File: config.mk
export PLATFORM = sky130hd
export DESIGN_NAME = ysyx_22040237_core_seq
export DESIGN_NICKNAME = d
export VERILOG_FILES = /design/src/rtl/ysyx_22040237_pkg.sv /design/src/rtl/ysyx_22040237_wait_timer.sv /design/src/rtl/ysyx_22040237_core_seq.sv
export SDC_FILE = /design/constraint.sdc
export NUM_CORES = 1
export LEC_CHECK = 0
export BUFFER_PORTS_ARGS = -buffer_cell sky130_fd_sc_hd__buf_2
export CAP_MARGIN = 20
export CORE_ASPECT_RATIO = 0.8
export CORE_MARGIN = 5
export CORE_UTILIZATION = 50
export CTS_CLUSTER_SIZE = 25
export DETAILED_ROUTE_END_ITERATION = 6
export PLACE_DENSITY = 0.77
export SYNTH_ARGS = -nofsm -noshare
export SYNTH_HDL_FRONTEND = slang
export SYNTH_SLANG_ARGS = --single-unit
export TNS_END_PERCENT = 30
File: constraint.sdc
create_clock -name clk -period 2.25 [get_ports clk]
set_input_delay 0.45 -clock clk [delete_from_list [all_inputs] [get_ports clk]]
set_output_delay 0.45 -clock clk [all_outputs]
set_load 0.05 [all_outputs]
File: src/rtl/ysyx_22040237_pkg.sv
// Shared types and constants for the NPC multi-cycle sequencer.
package ysyx_22040237_pkg;

   typedef enum logic [3:0] {
      S_IDLE, S_IF_REQ, S_IF_WAIT, S_ID, S_EX, S_MEM_REQ, S_MEM_WAIT, S_WB, S_HALT
   } state_e;

   typedef struct packed {
      logic load;
      logic store;
      logic wr_rd;
      logic jump;
      logic multi;
   } dec_t;

   localparam int         NPC_ABORT    = 3;
   localparam logic [1:0] HALT_NONE    = 2'd0;
   localparam logic [1:0] HALT_EBREAK  = 2'd1;
   localparam logic [1:0] HALT_INVALID = 2'd2;
   localparam logic [1:0] HALT_TIMEOUT = 2'(NPC_ABORT);

endpackage

File: src/rtl/ysyx_22040237_wait_timer.sv
// Wait-state watchdog: clears on state entry, counts stalled cycles, flags the last allowed one.
module ysyx_22040237_wait_timer #(
   parameter int TIMEOUT = 255,
   parameter int TO_W    = 10
) (
   input  logic clk,
   input  logic rst,
   input  logic clr_i,
   input  logic inc_i,
   output logic expire_o
);

   logic [TO_W-1:0] cnt_q;

   always_ff @(posedge clk or negedge rst) begin
      if (!rst)       cnt_q <= '0;
      else if (clr_i) cnt_q <= '0;
      else if (inc_i) cnt_q <= cnt_q + 1'b1;
   end

   assign expire_o = (cnt_q == TO_W'(TIMEOUT - 1));

endmodule

File: src/rtl/ysyx_22040237_core_seq.sv
// Multi-cycle NPC sequencer with halt detection.
// Optional YSYX_22040237_PERF_CNT_EN adds cycle / retired-instruction counters.
module ysyx_22040237_core_seq
   import ysyx_22040237_pkg::*;
#(
   parameter int TIMEOUT = 255,
   parameter int TO_W    = 10
) (
   input  logic        clk,
   input  logic        rst,
   output logic        ifu_req_valid,
   input  logic        ifu_req_ready,
   input  logic        ifu_rsp_valid,
   output logic        ir_wen,
   input  logic        inst_ebreak,
   input  logic        invalid_inst,
   input  logic        inst_is_load,
   input  logic        inst_is_store,
   input  logic        inst_wr_rd,
   input  logic        inst_jump,
   input  logic        inst_multi,
   output logic        exu_en,
   input  logic        exu_done,
   output logic        lsu_req_valid,
   input  logic        lsu_req_ready,
   input  logic        lsu_rsp_valid,
   output logic        rf_wen,
   output logic        pc_wen,
   output logic        pc_sel_jump,
   output logic        retire,
   output logic        halted,
`ifdef YSYX_22040237_PERF_CNT_EN
   output logic [63:0] cyc_cnt,
   output logic [63:0] inst_cnt,
`endif
   output logic [1:0]  halt_code
);

   state_e     state_q, state_d;
   dec_t       dec_q;
   logic [1:0] halt_code_q, halt_code_d;
   logic       wait_st, exit_ok, expire;

   always_comb begin
      state_d       = state_q;
      halt_code_d   = halt_code_q;
      wait_st       = 1'b0;
      exit_ok       = 1'b0;
      ifu_req_valid = 1'b0;
      ir_wen        = 1'b0;
      exu_en        = 1'b0;
      lsu_req_valid = 1'b0;
      rf_wen        = 1'b0;
      pc_wen        = 1'b0;
      pc_sel_jump   = 1'b0;
      retire        = 1'b0;
      case (state_q)
         S_IDLE: state_d = S_IF_REQ;
         S_IF_REQ: begin
            ifu_req_valid = 1'b1;
            wait_st       = 1'b1;
            exit_ok       = ifu_req_ready;
            if (exit_ok) state_d = S_IF_WAIT;
         end
         S_IF_WAIT: begin
            ir_wen  = ifu_rsp_valid;
            wait_st = 1'b1;
            exit_ok = ifu_rsp_valid;
            if (exit_ok) state_d = S_ID;
         end
         S_ID: begin
            if (invalid_inst) begin
               state_d     = S_HALT;
               halt_code_d = HALT_INVALID;
            end else if (inst_ebreak) begin
               state_d     = S_HALT;
               halt_code_d = HALT_EBREAK;
               retire      = 1'b1;
            end else begin
               state_d = S_EX;
            end
         end
         S_EX: begin
            exu_en  = 1'b1;
            wait_st = 1'b1;
            exit_ok = !dec_q.multi || exu_done;
            if (exit_ok) state_d = (dec_q.load || dec_q.store) ? S_MEM_REQ : S_WB;
         end
         S_MEM_REQ: begin
            lsu_req_valid = 1'b1;
            wait_st       = 1'b1;
            exit_ok       = lsu_req_ready;
            if (exit_ok) state_d = S_MEM_WAIT;
         end
         S_MEM_WAIT: begin
            wait_st = 1'b1;
            exit_ok = lsu_rsp_valid;
            if (exit_ok) state_d = S_WB;
         end
         S_WB: begin
            rf_wen      = dec_q.wr_rd && !dec_q.store;
            pc_wen      = 1'b1;
            pc_sel_jump = dec_q.jump;
            retire      = 1'b1;
            state_d     = S_IF_REQ;
         end
         S_HALT: ;
         default: state_d = S_IDLE;
      endcase
      // A handshake completing on the limit cycle still wins.
      if (wait_st && !exit_ok && expire) begin
         state_d     = S_HALT;
         halt_code_d = HALT_TIMEOUT;
      end
   end

   always_ff @(posedge clk or negedge rst) begin
      if (!rst) begin
         state_q     <= S_IDLE;
         halt_code_q <= HALT_NONE;
         dec_q       <= '0;
      end else begin
         state_q     <= state_d;
         halt_code_q <= halt_code_d;
         if (state_q == S_ID)
            dec_q <= '{load: inst_is_load, store: inst_is_store, wr_rd: inst_wr_rd,
                       jump: inst_jump, multi: inst_multi};
      end
   end

   ysyx_22040237_wait_timer #(.TIMEOUT(TIMEOUT), .TO_W(TO_W)) u_timer (
      .clk      (clk),
      .rst      (rst),
      .clr_i    (state_d != state_q),
      .inc_i    (wait_st && !exit_ok),
      .expire_o (expire)
   );

   assign halted    = (state_q == S_HALT);
   assign halt_code = halt_code_q;

`ifdef YSYX_22040237_PERF_CNT_EN
   logic [63:0] cyc_cnt_q, inst_cnt_q;

   always_ff @(posedge clk or negedge rst) begin
      if (!rst) begin
         cyc_cnt_q  <= '0;
         inst_cnt_q <= '0;
      end else begin
         if (state_q != S_HALT) cyc_cnt_q  <= cyc_cnt_q + 64'd1;
         if (retire)            inst_cnt_q <= inst_cnt_q + 64'd1;
      end
   end

   assign cyc_cnt  = cyc_cnt_q;
   assign inst_cnt = inst_cnt_q;
`endif

endmodule

==> flow_metrics.env, run 1 <==
export IMPL_die_area_um2=3710
export IMPL_reg2reg_depth=6
export IMPL_grt_pass1_vias=1024
export IMPL_io_buffers=24
export IMPL_tritoncts="built"
export IMPL_relSlewSlack_pct=69.6
export IMPL_ys_warn_count=0
export IMPL_synth_top_family_by_area="simple AND/OR/NAND/NOR gates"
export IMPL_hold_viol=0
export IMPL_worstPathCellList="inv_1, or3_1, inv_1, and2_1, clkbuf_4"
export IMPL_synth_edf_count=0
export IMPL_p_leak_nw=0.726
export IMPL_grt_pass1_wl_mm=4.45
export IMPL_synth_seq_area_share_pct=40.7
export IMPL_dr_pass1_iters=4
export IMPL_layout_common_cells="buf_2 (22), dfrtp_1 (18), nor2_1 (10), buf_4 (10)"
export IMPL_crit_required_ns=1.80
export IMPL_gp_congestion=0.839
export IMPL_h_tree_depth=1
export IMPL_cp_max_fo=8
export IMPL_clock_latency_ns=0.29
export IMPL_skew_ns=0.00244
export IMPL_grt_busiest_layer="met2"
export IMPL_die_w_um=66.8
export IMPL_async_reset_ff_share_pct=100
export IMPL_finalNetCount=179
export IMPL_grt_usage_pct=15.0
export IMPL_cts_clk_slew_worst_paths_ns=0.12
export IMPL_drt_iter0_drc=44
export IMPL_wl_per_cell_um=13.5
export IMPL_yosysUniqueCellTypes=41
export IMPL_min_period_over_period_pct=95.4
export IMPL_place_hpwl_mm=2.01
export IMPL_met2_usage_pct=25.0
export IMPL_grt_use_met1_pct=20.3
export IMPL_synth_cells=129
export IMPL_max_cap_viol_count=0
export IMPL_powerDensity_nw_per_um2=1340
export IMPL_arrival_ns=1.70
export IMPL_path_class="flip-flop to output port"
export IMPL_fin_cells=198
export IMPL_synth_compound_area_share_pct=10.7
export IMPL_final_common_cell="buf_2"
export IMPL_synthMuxAreaShare_pct=6.98
export IMPL_end_kind="output port"
export IMPL_p_switching_mw=1.01
export IMPL_pin_count=25
export IMPL_cts_buffer_depth=2
export IMPL_synth_nets=145
export IMPL_clkPwrFrac_pct=8.5
export IMPL_start_kind="flip-flop"
export IMPL_routed_wl_mm=2.67
export IMPL_setup_violations=0
export IMPL_ys_flop_type="dfrtp_1"
export IMPL_cp_slowest_cell="dfrtp_2"
export IMPL_power_frac_comb_pct=63.2
export IMPL_fin_crit_ns=2.15
export IMPL_antenna_found_initial=0
export IMPL_rsz0062_at_grt="no"
export IMPL_syn_area_um2=1290
export IMPL_r2r_end="halt_code[1]"
export IMPL_start_util_pct=52.4
export IMPL_numCtsBuffers=3
export IMPL_ant_nets=0
export IMPL_grt_ovfl_total=0
export IMPL_swShare_pct=47.9
export IMPL_dp_cells=190
export IMPL_hp_class="primary input to asynchronous set/reset pin"
export IMPL_core_um2=2460
export IMPL_drc=0
export IMPL_rows=16
export IMPL_r2r_start="state_q[2]"
export IMPL_root_buffer="clkbuf_4"
export IMPL_syn2layout_area_growth_pct=21.4
export IMPL_synth_xor_area_share_pct=6.10
export IMPL_grt_max_degree=22
export IMPL_total_power_mw=2.10
export IMPL_final_core_util_pct=63.7
export IMPL_ir_drop_mv=0.659
export IMPL_cp_common_cell="inv_1"
export IMPL_die_h_um=55.5
export IMPL_n_antenna_cell=0
export IMPL_drive_gt1_share_pct=39.5
export IMPL_fmax_mhz=466
export IMPL_slowest_delay_ns=0.45
export IMPL_outcome="completed"
export IMPL_cts_sinks=21
export IMPL_r2r_slack_ns=0.11
export IMPL_viasPerCell=5.42
export IMPL_ys_ff_latch=21
export IMPL_synth_adder_area_share_pct=1.94
export IMPL_tightest_slew_ns=0.456
export IMPL_vias=1073
export IMPL_setup_worst_path_start="state_q[2]"
export IMPL_seqPwrFrac_pct=28.3
export IMPL_synthSimpleGateAreaFrac_pct=29.8
export IMPL_met3_usage_pct=2.43
export IMPL_power_internal_mw=1.10
export IMPL_postSynthAreaPerCell_um2=10.0
export IMPL_ctsHoldBuffers=0
export IMPL_slew_violations=0
[layer usage]
layer	vias up	share of wire, %
li1	528	-
met5	-	0
met4	0	0.71
met3	2	4.4
met1	519	46
met2	24	49
[critical path, delay by kind of cell (launching register included)]
family	cells	cell delay [ns]
simple gates	2	0.57
flops	1	0.45
buf+inv	3	0.39
[sequential cells by signal, summed over array words and instances (netlist names)]
signal	flops
dec_q	5
halt_code	2
state_q	4
u_timer.cnt_q	10
[cell type report]
type	count	area, um^2
tap	36	45.0
fill	232	895
clock buffer	4	26.3
multi-input combinational	98	736
inverter	5	18.8
sequential	21	529
timing repair buffer	34	213
[cell usage after synthesis (2+ instances only)]
library cell	n	area, um^2
dfrtp_1	21	526
nor2_1	10	37.5
nand2_1	8	30.0
xor2_1	8	70.1
a21oi_1	7	35.0
nor3_1	7	35.0
nor3_2	7	70.1
inv_1	5	18.8
mux2_2	5	56.3
and3_1	4	25.0
nand3_1	4	20.0
buf_2	3	15.0
nand2b_1	3	18.8
nand4_1	3	18.8
and2_1	2	12.5
buf_4	2	15.0
ha_1	2	25.0
nor3b_1	2	15.0
o21ai_0	2	10.0
or2_2	2	12.5
or3_1	2	12.5
[through the flow]
stage / setup TNS (ns) / setup slack, ns / hold WS, ns / cell area (um^2)
after floorplan: -0.255 / -0.0966 / 0.154 / 1310
after global placement: 0 / 0.207 / 0.426 / 1500
after detailed placement: 0 / 0.147 / 0.431 / 1500
after CTS: 0 / 0.0153 / 0.104 / 1530
after global routing: 0 / 0.0124 / 0.116 / 1570
final: 0 / 0.104 / 0.0862 / 1570
[cell families (layout without fill, tap and decap cells)]
family,Yosys count,count (layout)
and+or+nand+nor,63,63
DFF,21,21
AOI/OAI and AO/OA,17,17
adders and majority gates,2,2
xor gates and xnor gates,9,9
buffers and inverters,10,43
muxes,7,7
[power groups by stage]
stage	Sequential (mW)	Clock [mW]	Combinational [mW]
finish	0.596	0.180	1.33
global route	0.613	0.200	1.43
CTS	0.611	0.183	1.27
detailed placement	0.616	0	1.26
global placement	0.607	0	1.25
floorplan	0.618	0	0.939
[how the worst max path moves through the flow]
stage / end / slack [ns]
5_1_grt: pc_sel_jump / 0.01
4_1_cts: pc_sel_jump / 0.02
6_report: pc_sel_jump / 0.10
3_5_place_dp: halt_code[1] / 0.15
2_1_floorplan: pc_sel_jump / -0.1
3_3_place_gp: u_timer.cnt_q[2] / 0.21
[timing repair]
item                       4_1_cts  5_1_grt
buffers inserted                 0        4
resized for setup                3        3
setup endpoints to repair        2        2
Note: power is estimated with default switching activity, not from simulation.
==> run 2: changes to the inputs <==
--- a/config.mk
+++ b/config.mk
@@ -7,12 +7,15 @@
 export LEC_CHECK = 0
 export BUFFER_PORTS_ARGS = -buffer_cell sky130_fd_sc_hd__buf_2
 export CAP_MARGIN = 20
+export CELL_PAD_IN_SITES_DETAIL_PLACEMENT = 2
+export CELL_PAD_IN_SITES_GLOBAL_PLACEMENT = 2
 export CORE_ASPECT_RATIO = 0.8
 export CORE_MARGIN = 5
-export CORE_UTILIZATION = 50
+export CORE_UTILIZATION = 34
 export CTS_CLUSTER_SIZE = 25
 export DETAILED_ROUTE_END_ITERATION = 6
-export PLACE_DENSITY = 0.77
+export PLACE_DENSITY = 0.83
+export SKIP_LAST_GASP = 1
 export SYNTH_ARGS = -nofsm -noshare
 export SYNTH_HDL_FRONTEND = slang
 export SYNTH_SLANG_ARGS = --single-unit
==> run 2 against run 1 <==
- largest cell class unchanged
- sequential power up 4.0%
- critical endpoint unchanged
- first-iteration DRC count rose by 39%
- global-route usage is 0.23 points higher
- routed wire length increased by 38%
- sequential cell count unchanged
- worst setup slack got worse by 0.019 ns
- die area is 39% higher
- combinational power increased by 3%
- design area is 1.8% higher
- non-clock buffer count unchanged
- critical path type unchanged
- power up 6.9%
==> flow_metrics.env, run 2 (synthesis gave the netlist of run 1 again) <==
export IMPL_outcome="completed"
export IMPL_top_regs="u_timer.cnt_q: 10 flops, dec_q: 5 flops, state_q: 4 flops"
export IMPL_max_cap_viol_count=0
export IMPL_powerDensity_nw_per_um2=1410
export IMPL_hp_class="primary input to asynchronous set/reset pin"
export IMPL_grt_ovfl_total=0
export IMPL_pin_count=25
export IMPL_io_buffers=24
export IMPL_core_um2=3730
export IMPL_rows=20
export IMPL_relSlewSlack_pct=68.6
export IMPL_skew_ns=0.00259
export IMPL_slew_violations=0
export IMPL_h_tree_depth=1
export IMPL_largest_register_ffs=10
export IMPL_ant_nets=0
export IMPL_wl_per_cell_um=17.9
export IMPL_reg2reg_depth=6
export IMPL_routed_wl_mm=3.68
export IMPL_n_antenna_cell=0
export IMPL_place_hpwl_mm=2.81
export IMPL_numCtsBuffers=3
export IMPL_setup_worst_path_start="state_q[2]"
export IMPL_dr_pass1_iters=4
export IMPL_final_common_cell="buf_2"
export IMPL_final_core_util_pct=42.8
export IMPL_clock_latency_ns=0.26
export IMPL_cts_clk_slew_worst_paths_ns=0.08
export IMPL_drc=0
export IMPL_syn2layout_area_growth_pct=23.5
export IMPL_layout_common_cells="buf_2 (22), dfrtp_1 (18), nor2_1 (10), buf_4 (10)"
export IMPL_r2r_slack_ns=0.13
export IMPL_die_w_um=78.9
export IMPL_crit_required_ns=1.80
export IMPL_swShare_pct=48.6
export IMPL_grt_pass1_vias=1247
export IMPL_power_internal_mw=1.16
export IMPL_top_register="u_timer.cnt_q"
export IMPL_fin_cells=206
export IMPL_hold_viol=0
export IMPL_drive_gt1_share_pct=39.5
export IMPL_fin_crit_ns=2.17
export IMPL_root_buffer="clkbuf_8"
export IMPL_ir_drop_mv=0.596
export IMPL_total_power_mw=2.25
export IMPL_fmax_mhz=462
export IMPL_r2r_end="state_q[3]"
export IMPL_grt_pass1_wl_mm=6.14
export IMPL_finalNetCount=179
export IMPL_grt_usage_pct=15.3
export IMPL_antenna_found_initial=0
export IMPL_arrival_ns=1.72
export IMPL_p_switching_mw=1.09
export IMPL_die_area_um2=5140
export IMPL_p_leak_nw=0.731
export IMPL_viasPerCell=5.35
export IMPL_power_frac_comb_pct=61.0
export IMPL_cts_sinks=21
export IMPL_tritoncts="built"
export IMPL_r2r_start="state_q[2]"
export IMPL_start_util_pct=34.6
export IMPL_cp_max_fo=8
export IMPL_end_kind="output port"
export IMPL_drt_iter0_drc=61
export IMPL_worst_hold_slack_ns=0.130
export IMPL_path_class="flip-flop to output port"
export IMPL_tightest_slew_ns=0.470
export IMPL_min_period_over_period_pct=96.2
export IMPL_grt_max_degree=22
export IMPL_die_h_um=65.1
export IMPL_setup_violations=0
export IMPL_start_kind="flip-flop"
export IMPL_clkPwrFrac_pct=11.5
export IMPL_vias=1103
export IMPL_seqPwrFrac_pct=27.5
export IMPL_cts_buffer_depth=2
export IMPL_gp_congestion=0.763
export IMPL_dp_cells=200
-- run 2: power groups by stage --
stage / Sequential (mW) / Combinational [mW] / Clock (mW)
6_report: 0.620 / 1.37 / 0.258
3_5_place_dp: 0.636 / 1.33 / 0
5_1_grt: 0.635 / 1.47 / 0.283
2_1_floorplan: 0.618 / 0.939 / 0
3_3_place_gp: 0.621 / 1.28 / 0
4_1_cts: 0.634 / 1.35 / 0.265
-- run 2: how the worst max path moves through the flow --
stage                  endpoint  slack (ns)  cells after the start
finish              pc_sel_jump        0.08                      5
global route        pc_sel_jump    -0.00001                      5
CTS                      rf_wen        0.01                      4
detailed placement   state_q[3]        0.06                      7
global placement     state_q[3]        0.17                      7
floorplan           pc_sel_jump        -0.1                      5
-- run 2: per-layer routing --
metal	routed length (um)	up-vias	global-route usage, %
met2	1730	16	25.7
met4	23	0	3.22
met3	92	4	2.74
met1	1840	555	20.6
met5	0	-	0
li1	-	528	-
-- run 2: repair_timing --
| item | 4_1_cts | 5_1_grt |
|---|---|---|
| gates resized for setup | 2 | 4 |
| hold buffers | 0 | 0 |
| buffers inserted | 0 | 2 |
| endpoints found under the setup margin | 2 | 2 |
-- run 2: stage by stage --
stage / instance area, um^2 / setup TNS (ns) / setup slack (ns)
2_1_floorplan: 1310 / -0.255 / -0.0966
3_3_place_gp: 1520 / 0 / 0.170
3_5_place_dp: 1520 / 0 / 0.0563
4_1_cts: 1570 / 0 / 0.0149
5_1_grt: 1600 / -0.0000127 / -0.0000127
6_report: 1600 / 0 / 0.0849
-- run 2: worst max-delay path, cell delays in order, from the launching register on --
cell	delay [ns]
dfrtp_2	0.46
inv_1	0.11
or3_1	0.44
inv_1	0.09
and2_1	0.12
clkbuf_4	0.22
-- run 2: cell type report --
class | instances | area, um^2
Fill cell | 394 | 2130
Multi-Input combinational cell | 98 | 731
Sequential cell | 21 | 529
Timing Repair Buffer | 34 | 213
Tap cell | 44 | 55.1
Clock buffer | 3 | 41.3
Inverter | 5 | 18.8
Clock inverter | 1 | 7.51
